**src/rtl/pipe_skid_stage_pkg.sv**
```systemverilog
// rtl/pipe_skid_stage_pkg.sv - default payload widths and NOP control value for pipe_skid_stage
package pipe_skid_stage_pkg;

    localparam int PC_W_DEF   = 32;
    localparam int CTRL_W_DEF = 16;
    localparam int DATA_W_DEF = 32;
    localparam int DUP_N_DEF  = 2;

    // An all-zero control word performs no architectural action downstream
    localparam logic [CTRL_W_DEF-1:0] CTRL_NOP = '0;

endpackage

```
**src/rtl/pipe_entry_reg.sv**
```systemverilog
// rtl/pipe_entry_reg.sv - one valid+payload register with load and clear (clear wins)
module pipe_entry_reg #(
    parameter int W = 8
) (
    input  logic         clk,
    input  logic         rst_n,
    input  logic         i_load,
    input  logic         i_clear,
    input  logic [W-1:0] i_data,
    output logic         o_valid,
    output logic [W-1:0] o_data
);

    logic         r_valid;
    logic [W-1:0] r_data;

    // Clearing only drops the valid bit; payload holds its last value
    always_ff @(posedge clk or negedge rst_n) begin
        if (!rst_n) begin
            r_valid <= 1'b0;
            r_data  <= '0;
        end else if (i_clear) begin
            r_valid <= 1'b0;
        end else if (i_load) begin
            r_valid <= 1'b1;
            r_data  <= i_data;
        end
    end

    assign o_valid = r_valid;
    assign o_data  = r_data;

endmodule

```
**src/rtl/pipe_skid_stage.sv**
```systemverilog
// rtl/pipe_skid_stage.sv - valid/ready pipeline stage with flush, NOP bubbles and replicated data
// PIPE_SKID_EN selects the two-entry skid variant with registered in_ready_o.
module pipe_skid_stage
    import pipe_skid_stage_pkg::*;
#(
    parameter int PC_W   = PC_W_DEF,
    parameter int CTRL_W = CTRL_W_DEF,
    parameter int DATA_W = DATA_W_DEF,
    parameter int DUP_N  = DUP_N_DEF
) (
    input  logic                    clk,
    input  logic                    rst_n,
    input  logic                    flush_i,
    input  logic                    in_valid_i,
    output logic                    in_ready_o,
    input  logic [PC_W-1:0]         in_pc_i,
    input  logic [CTRL_W-1:0]       in_ctrl_i,
    input  logic [DATA_W-1:0]       in_data_i,
    output logic                    out_valid_o,
    input  logic                    out_ready_i,
    output logic [PC_W-1:0]         out_pc_o,
    output logic [CTRL_W-1:0]       out_ctrl_o,
    output logic [DUP_N*DATA_W-1:0] out_data_o,
    output logic [1:0]              occ_o
);

    localparam int PW = PC_W + CTRL_W;

    logic                 w_main_valid;
    logic [PW-1:0]        w_main_q;
    logic                 w_skid_valid;
    logic [PW+DATA_W-1:0] w_skid_q;
    logic                 w_in_fire;
    logic                 w_main_free;
    logic                 w_main_load;
    logic                 w_main_clear;
    logic [PW-1:0]        w_main_d;
    logic [DATA_W-1:0]    w_data_d;

    assign w_main_free = ~w_main_valid | out_ready_i;
    assign w_in_fire   = in_valid_i & in_ready_o;

    // A waiting skid beat always refills main before any new input is taken
    assign w_main_load  = ~flush_i & (w_skid_valid ? w_main_free : (w_in_fire & w_main_free));
    assign w_main_clear = flush_i | (w_main_valid & out_ready_i & ~w_main_load);
    assign {w_main_d, w_data_d} = w_skid_valid ? w_skid_q : {in_pc_i, in_ctrl_i, in_data_i};

    pipe_entry_reg #(.W(PW)) u_main (
        .clk     (clk),
        .rst_n   (rst_n),
        .i_load  (w_main_load),
        .i_clear (w_main_clear),
        .i_data  (w_main_d),
        .o_valid (w_main_valid),
        .o_data  (w_main_q)
    );

`ifdef PIPE_SKID_EN
    logic w_skid_load;
    logic w_skid_clear;

    assign w_skid_load  = ~flush_i & w_in_fire & ~w_main_free;
    assign w_skid_clear = flush_i | (w_skid_valid & w_main_free);

    pipe_entry_reg #(.W(PW + DATA_W)) u_skid (
        .clk     (clk),
        .rst_n   (rst_n),
        .i_load  (w_skid_load),
        .i_clear (w_skid_clear),
        .i_data  ({in_pc_i, in_ctrl_i, in_data_i}),
        .o_valid (w_skid_valid),
        .o_data  (w_skid_q)
    );

    assign in_ready_o = ~w_skid_valid;
`else
    assign w_skid_valid = 1'b0;
    assign w_skid_q     = '0;
    assign in_ready_o   = ~w_main_valid | out_ready_i;
`endif

    // Separate copies feed the MEM and forwarding paths; keep stops them being merged
    for (genvar k = 0; k < DUP_N; k++) begin : g_dup
        (* keep = "true" *) logic [DATA_W-1:0] r_data;

        always_ff @(posedge clk or negedge rst_n) begin
            if (!rst_n) begin
                r_data <= '0;
            end else if (w_main_load) begin
                r_data <= w_data_d;
            end
        end

        assign out_data_o[k*DATA_W +: DATA_W] = r_data;
    end

    assign out_valid_o = w_main_valid;
    assign out_pc_o    = w_main_q[PW-1:CTRL_W];
    assign out_ctrl_o  = w_main_valid ? w_main_q[CTRL_W-1:0] : CTRL_W'(CTRL_NOP);
    assign occ_o       = {1'b0, w_main_valid} + {1'b0, w_skid_valid};

endmodule

```
**config.mk**
```make
export PLATFORM = sky130hd
export DESIGN_NAME = pipe_skid_stage
export DESIGN_NICKNAME = d
export VERILOG_FILES = /design/src/rtl/pipe_skid_stage_pkg.sv /design/src/rtl/pipe_entry_reg.sv /design/src/rtl/pipe_skid_stage.sv
export SDC_FILE = /design/constraint.sdc
export NUM_CORES = 1
export LEC_CHECK = 0
export ABC_AREA = 1
export CAP_MARGIN = 20
export CORE_ASPECT_RATIO = 1.4
export CORE_MARGIN = 8
export CORE_UTILIZATION = 35
export DETAILED_ROUTE_END_ITERATION = 10
export PLACE_DENSITY = 0.79
export SLEW_MARGIN = 20
export SYNTH_ARGS = -nofsm -noshare
export SYNTH_HDL_FRONTEND = slang
export SYNTH_SLANG_ARGS = --single-unit
```
**constraint.sdc**
```tcl
create_clock -name clk -period 3.1 [get_ports clk]
set_input_delay 0.465 -clock clk [delete_from_list [all_inputs] [get_ports clk]]
set_output_delay 0.465 -clock clk [all_outputs]
set_load 0.05 [all_outputs]
```
# Yosys cells after proc, flatten, opt, wreduce, memory -nomap -nowiden
# Index checks and enable logic that the tools add are counted.
# op_classes
reduce_logical,2
n_bitwise,11
muxes,3
# op_table
cell,n
16-bit two-way mux,1
1-bit AND,5
1-bit NOT,4
1-bit two-way mux,2
1-bit OR,2
2-bit AND reduction,1
2-bit nonzero test,1
# totals
wordCells,19
out_inout_bits,116
reg_bits,81

# Depth between registers and ports, before layout
# Gate-level depths: netlist of run 1.
# logic_depth
depth_word,10
mapped_depth,6
mapped_depth_nobuf,5

# Hierarchy
# A second synthesis of run 1 with hierarchy kept.
# hier_totals
hier_cells,490
hier_area_um2,4186.5
# modules_own_cells
mod,area_each_um2,seq_area_each_um2,n_inst,cells_each
pipe_skid_stage,2268.4,800.8,1,278
pipe_entry_reg,1918.1,1226.2,1,212

# Least setup slack after synthesis of run 1
# Ideal clock, no wire load.
# synth_timing
path_type,reg-to-output
from,"reg u_main.r_valid, in the netlist u_main.o_valid"
to,out out_ctrl_o[10]
stages_incl_launch_ff,5
path_slack_ns,1.224
n_path_buf,2
arrival_ns,1.411
required_ns,2.635
path_cell_list,dfrtp_1 -> buf_4 -> buf_2 -> nand2_1 -> inv_1
# synth_via
elab_chain_cells,1
# synth_lines
item,line,rtl
from (decl),pipe_entry_reg.sv:14,logic r_valid;
from (signal assigned),pipe_entry_reg.sv:20,r_valid <= 1'b0;
from (signal assigned),pipe_entry_reg.sv:23,r_valid <= 1'b0;
from (signal assigned),pipe_entry_reg.sv:25,r_valid <= 1'b1;
16-bit two-way mux,pipe_skid_stage.sv:99,assign out_ctrl_o = w_main_valid ? w_main_q[CTRL_W-1:0] : CTRL_W'(CTRL_NOP);
to (decl),pipe_skid_stage.sv:22,"output logic [CTRL_W-1:0] out_ctrl_o,"
# No other way between the ends.

# Worst setup path in the final report of run 1
# layout_timing
from,"reg u_main.r_valid, in the netlist u_main.o_valid"
to,out out_ctrl_o[7]
# The elaborated chain is that of the path after synthesis.

==> summary.txt, run 1 <==
Setup path
  – Crit end category: primary output
  – Critical path class: flip-flop to primary output
  – Critical path required time: 2.63 ns
  – Worst-path maximum fanout: 19
  – Worst setup SP type: flip-flop
  – Worst EP arrival: 2.18 ns

Outcome
  – Status: completed

Die
  – Die area: 15600 µm²
  – Die height: 144 µm
  – Starting Density: 35.4%
  – Std cell rows: 47
  – I/O pin count: 201
  – Core area: 11600 µm²
  – Die width: 108 µm

Final layout
  – N_diodes: 0
  – Layout cells sized above 1: 4.15%
  – Synthesis-to-layout area growth: 39.5%
  – Fin cells: 725
  – Most frequent cells in the layout: clkdlybuf4s50_1 (197), nand2_1 (176), dfrtp_1 (81)
  – Most common cell after layout, fill and taps aside: clkdlybuf4s50_1
  – Nets: 659
  – Post-Route Utilization: 49.4%

Logic synthesis
  – Syn_nets: 570
  – Syn Inst Count: 485
  – Synthesized area: 4130 µm²
  – Mapped Avg Cell Area: 8.51 µm²
  – YS warnings: 0

Global routing
  – Total GRT Usage: 14.0%
  – Vias in the first global route: 3378
  – Initial antenna violation count: 1
  – First-pass GRT wire length: 17300 µm
  – Total grt overflow: 0
  – Largest net degree at the start of global routing: 82

Timing
  – Min Tclk post-route: 2.65 ns
  – Worst hold slack: 0.158 ns
  – Final Hold Fails: 0
  – Worst Skew: 0.00598 ns
  – Unrepaired setup endpoints after global routing: false
  – Setup TNS: 0 ns
  – Worst rel slew slack: 48.3%
  – Slew Limit Fails: 0
  – Setup violations, final: 0
  – Worst slew pin tran: 0.776 ns
  – F_max: 377 MHz
  – Final period utilization: 85.5%

Drt
  – Metal1 wirelength: 3970 µm
  – Final wirelength: 11000 µm
  – Initial DRT Pass Iterations: 4
  – Vias: 3300
  – Initial DRC count: 164
  – Vias per cell: 4.55
  – Routed length per instance: 15.2 µm
  – Met3 Wirelength: 932 µm
  – # DRC: 0
  – Antenna viol nets, final: 0
  – Metal2 WL: 5860 µm
  – Uppermost layer routed: met5

Placed design
  – RD Place Congestion: 0.791
  – Cells after DPL: 710
  – Detail Placement HPWL: 8180 µm
  – Port Buf Inserts: 199

CTS
  – Cts hold-fix bufs: 0
  – Num CTS Buffers: 9
  – Clock sink count: 81
  – CTS tree: done
  – Htree depth: 3
  – CTS root buffer: clkbuf_16
  – Postcts setup bufs: 0
  – Cells resized by post-CTS repair: 0
  – Clk pin slew, worst setup/hold paths: 0.06 ns
  – Clk_lat worst skew: 0.33 ns
  – Max clock buf depth: 2

Worst hold path
  – Hold Path Class: primary input to asynchronous set/reset pin

Pwr
  – Pwr per Cell Area: 690 nW/µm²
  – Overall Power: 3.97 mW
  – Max IR drop VDD: 0.290 mV
  – Leak: 2.82 nW

Run
  – Max Cap Viol: 0
-- sequential cells by signal (all words and copies together), names as in the netlist --
name and count:
u_main.o_valid 1, u_main.o_data 48, g_dup.r_data 32
-- per-layer routing --
metal  vias up  track usage, %
li1       1584               -
met1      1563            15.3
met2       132            24.8
met3        19            4.64
met4         2            4.69
met5         -               0
-- worst max-delay path: stages, from the launching register on --
cell and delay, ns:
dfrtp_1 0.82, nand2_1 0.12, inv_1 0.10, clkdlybuf4s50_1 0.81
-- final timing paths --
| path | from | to | slack [ns] | depth (start not counted) |
|---|---|---|---|---|
| setup / recovery | u_main.o_valid | out_ctrl_o[7] | 0.45 | 3 |
| min in group clk | u_main.o_data[46] | u_main.o_data[46] | 0.47 | 2 |
| hold / removal | rst_n | g_dup[1].r_data[29] | 0.16 | 1 |
| hold reg to reg | u_main.o_data[46] | u_main.o_data[46] | 0.47 | 2 |
| setup reg to reg | u_main.o_valid | u_main.o_data[43] | 0.72 | 5 |
| max in group asynchronous | rst_n | u_main.o_data[39] | 2.42 | 1 |
-- report_power, final --
group / switching (mW) / internal (mW) / total (mW)
registers: 0.110 / 1.21 / 1.32
clock network: 0.395 / 0.779 / 1.17
logic: 0.983 / 0.493 / 1.48
total: 1.49 / 2.48 / 3.97
-- cell type report --
cell class | instances | area [µm²]
Fill cell | 1092 | 5890
Timing Repair Buffer | 203 | 2050
Sequential cell | 81 | 2030
Multi-Input combinational cell | 261 | 1100
Clock buffer | 9 | 225
Tap cell | 147 | 184
Clock inverter | 6 | 108
Inverter | 18 | 67.6
-- per-stage QoR --
stage,instance area (µm²),setup WS (ns)
6_report,5760,0.451
5_1_grt,5760,0.294
4_1_cts,5750,0.400
3_5_place_dp,5420,0.677
3_3_place_gp,5420,0.744
2_1_floorplan,4130,1.22
(Power assumes the default switching activity.)
==> run 2: changes to the inputs <==
--- a/config.mk
+++ b/config.mk
@@ -11,7 +11,7 @@
 export CORE_MARGIN = 8
 export CORE_UTILIZATION = 35
 export DETAILED_ROUTE_END_ITERATION = 10
-export PLACE_DENSITY = 0.79
+export PLACE_DENSITY = 0.81
 export SLEW_MARGIN = 20
 export SYNTH_ARGS = -nofsm -noshare
 export SYNTH_HDL_FRONTEND = slang
==> constraint.sdc (replaced) <==
create_clock -name clk -period 2.3 [get_ports clk]
set_input_delay 0.345 -clock clk [delete_from_list [all_inputs] [get_ports clk]]
set_output_delay 0.345 -clock clk [all_outputs]
set_load 0.05 [all_outputs]
==> summary.txt, run 2 (synthesis gave the netlist of run 1 again) <==
Pwr
  – Switching share of power: 38.8%
  – Pwr per Cell Area: 904 nW/µm²
  – Max IR drop VDD: 0.374 mV
  – Sequential share of power: 34.2%
  – Part of the power in the clock network: 27.0%
  – Design internal power: 3.17 mW
  – Overall Power: 5.18 mW
  – Sw Pwr: 2.01 mW
  – Logic pwr share: 38.8%
  – Leak: 2.87 nW

Setup path
  – CP endpoint: out_ctrl_o[7]
  – R2r setup slk: 0.59 ns
  – Worst setup SP type: flip-flop
  – Critical Path Source: u_main.o_valid
  – R2R depth: 5
  – Worst EP arrival: 1.57 ns
  – Crit end category: primary output
  – Critical path required time: 1.96 ns
  – FF-to-FF Start: u_main.o_valid
  – Worst-path maximum fanout: 13
  – Reg-to-reg endpoint: u_main.o_data[29]
  – Critical path class: flip-flop to primary output

Placed design
  – Detail Placement HPWL: 9050 µm
  – RD Place Congestion: 0.779
  – Port Buf Inserts: 199

Final layout
  – Area of the multi-input gates: 1100 µm²
  – Layout cells sized above 1: 7.53%
  – FF+latch area: 2030 µm²
  – Fillers: 1075
  – Most frequent cells in the layout: clkdlybuf4s50_1 (179), nand2_1 (176), dfrtp_1 (81)
  – Nets: 664
  – Max FFs per register: 48
  – Synthesis-to-layout area growth: 38.9%
  – Most common cell after layout, fill and taps aside: clkdlybuf4s50_1
  – N_diodes: 0
  – Post-Route Utilization: 49.2%

Timing
  – Worst Skew: 0.00416 ns
  – Setup TNS: 0 ns
  – Unrepaired setup endpoints after global routing: false
  – Worst slew pin tran: 0.553 ns
  – Final Hold Fails: 0
  – Slew Limit Fails: 0
  – Worst rel slew slack: 63.0%
  – Min Tclk post-route: 1.91 ns
  – Final period utilization: 83.2%
  – F_max: 523 MHz
  – Setup violations, final: 0

CTS
  – Clock sink count: 81
  – Htree depth: 3
  – CTS root buffer: clkbuf_16
  – Num CTS Buffers: 9
  – Cts hold-fix bufs: 1
  – CTS tree: done
  – Postcts setup bufs: 0
  – Cells resized by post-CTS repair: 0
  – Max clock buf depth: 2
  – Clk pin slew, worst setup/hold paths: 0.06 ns
  – Clk_lat worst skew: 0.33 ns

Global routing
  – Vias in the first global route: 3438
  – Initial antenna violation count: 1
  – Total grt overflow: 0
  – Largest net degree at the start of global routing: 54
  – First-pass GRT wire length: 18000 µm
  – Total GRT Usage: 14.9%

Drt
  – Antenna viol nets, final: 0
  – Final wirelength: 11600 µm
  – Vias per cell: 4.50
  – # DRC: 0
  – Routed length per instance: 15.9 µm
  – Initial DRT Pass Iterations: 7
  – Initial DRC count: 129
  – Vias: 3288

Die
  – Std cell rows: 47
  – Core area: 11600 µm²
  – Die width: 108 µm
  – Die area: 15600 µm²
  – Die height: 144 µm
  – I/O pin count: 201
  – Starting Density: 35.4%

Outcome
  – Status: completed

Worst hold path
  – Hold Path Class: flip-flop to flip-flop

Run
  – Max Cap Viol: 0
## run 2: cell types whose count changed in the layout (fill, tap and decap cells not counted), sizes merged
cell           change
buf               +22
clkdlybuf4s50     -18
clkbuf             +4
bufinv             -2
clkinvlp           -1
dlygate4sd3        +1
## run 2: worst min path at each step
stage | startpoint | to | slack (ns) | depth (start not counted)
3_3_place_gp | rst_n | g_dup[1].r_data[28] | 0.31 | 1
4_1_cts | u_main.o_data[31] | u_main.o_data[31] | 0.47 | 2
2_1_floorplan | rst_n | g_dup[1].r_data[0] | 0.05 | 0
3_5_place_dp | rst_n | g_dup[1].r_data[30] | 0.31 | 1
6_report | u_main.o_data[45] | u_main.o_data[45] | 0.47 | 2
5_1_grt | u_main.o_data[31] | u_main.o_data[31] | 0.49 | 2
## run 2: stage by stage
stage	instances	setup WS, ns	hold slack, ns	instance area, µm²
final	731	0.387	0.469	5730
after global routing	731	0.254	0.490	5730
after CTS	731	0.346	0.472	5730
after detailed placement	714	0.550	0.313	5430
after global placement	714	0.560	0.312	5430
after floorplan	485	0.544	0.0494	4130
## run 2: critical path, stage by stage, from the launching register on
cell     delay (ns)
dfrtp_1        0.68
buf_4          0.25
nand2_1        0.07
inv_1          0.05
buf_4          0.19
## run 2: metal layers
metal | up-vias | routed length [µm] | GRT usage (%)
met4 | 2 | 341 | 7.70
met5 | - | 13 | 0
met1 | 1565 | 4140 | 15.2
li1 | 1590 | - | -
met2 | 108 | 6420 | 27.1
met3 | 23 | 674 | 3.75
## run 2: layout make-up
type / instances / area share [%]
flip-flops and latches: 81 / 35.4
well taps: 147 / 3.21
multi-input cells: 261 / 19.2
inverters: 18 / 1.18
repair buffers: 208 / 36.0
clock inverters: 3 / 0.699
clock buffers: 13 / 4.37
## run 2: power groups by stage
stage / clock (mW) / combinational, mW / sequential, mW
6_report: 1.40 / 2.01 / 1.77
4_1_cts: 1.44 / 2.03 / 1.78
5_1_grt: 1.51 / 2.10 / 1.80
2_1_floorplan: 0 / 1.62 / 1.76
3_5_place_dp: 0 / 2.02 / 1.80
3_3_place_gp: 0 / 2.00 / 1.79
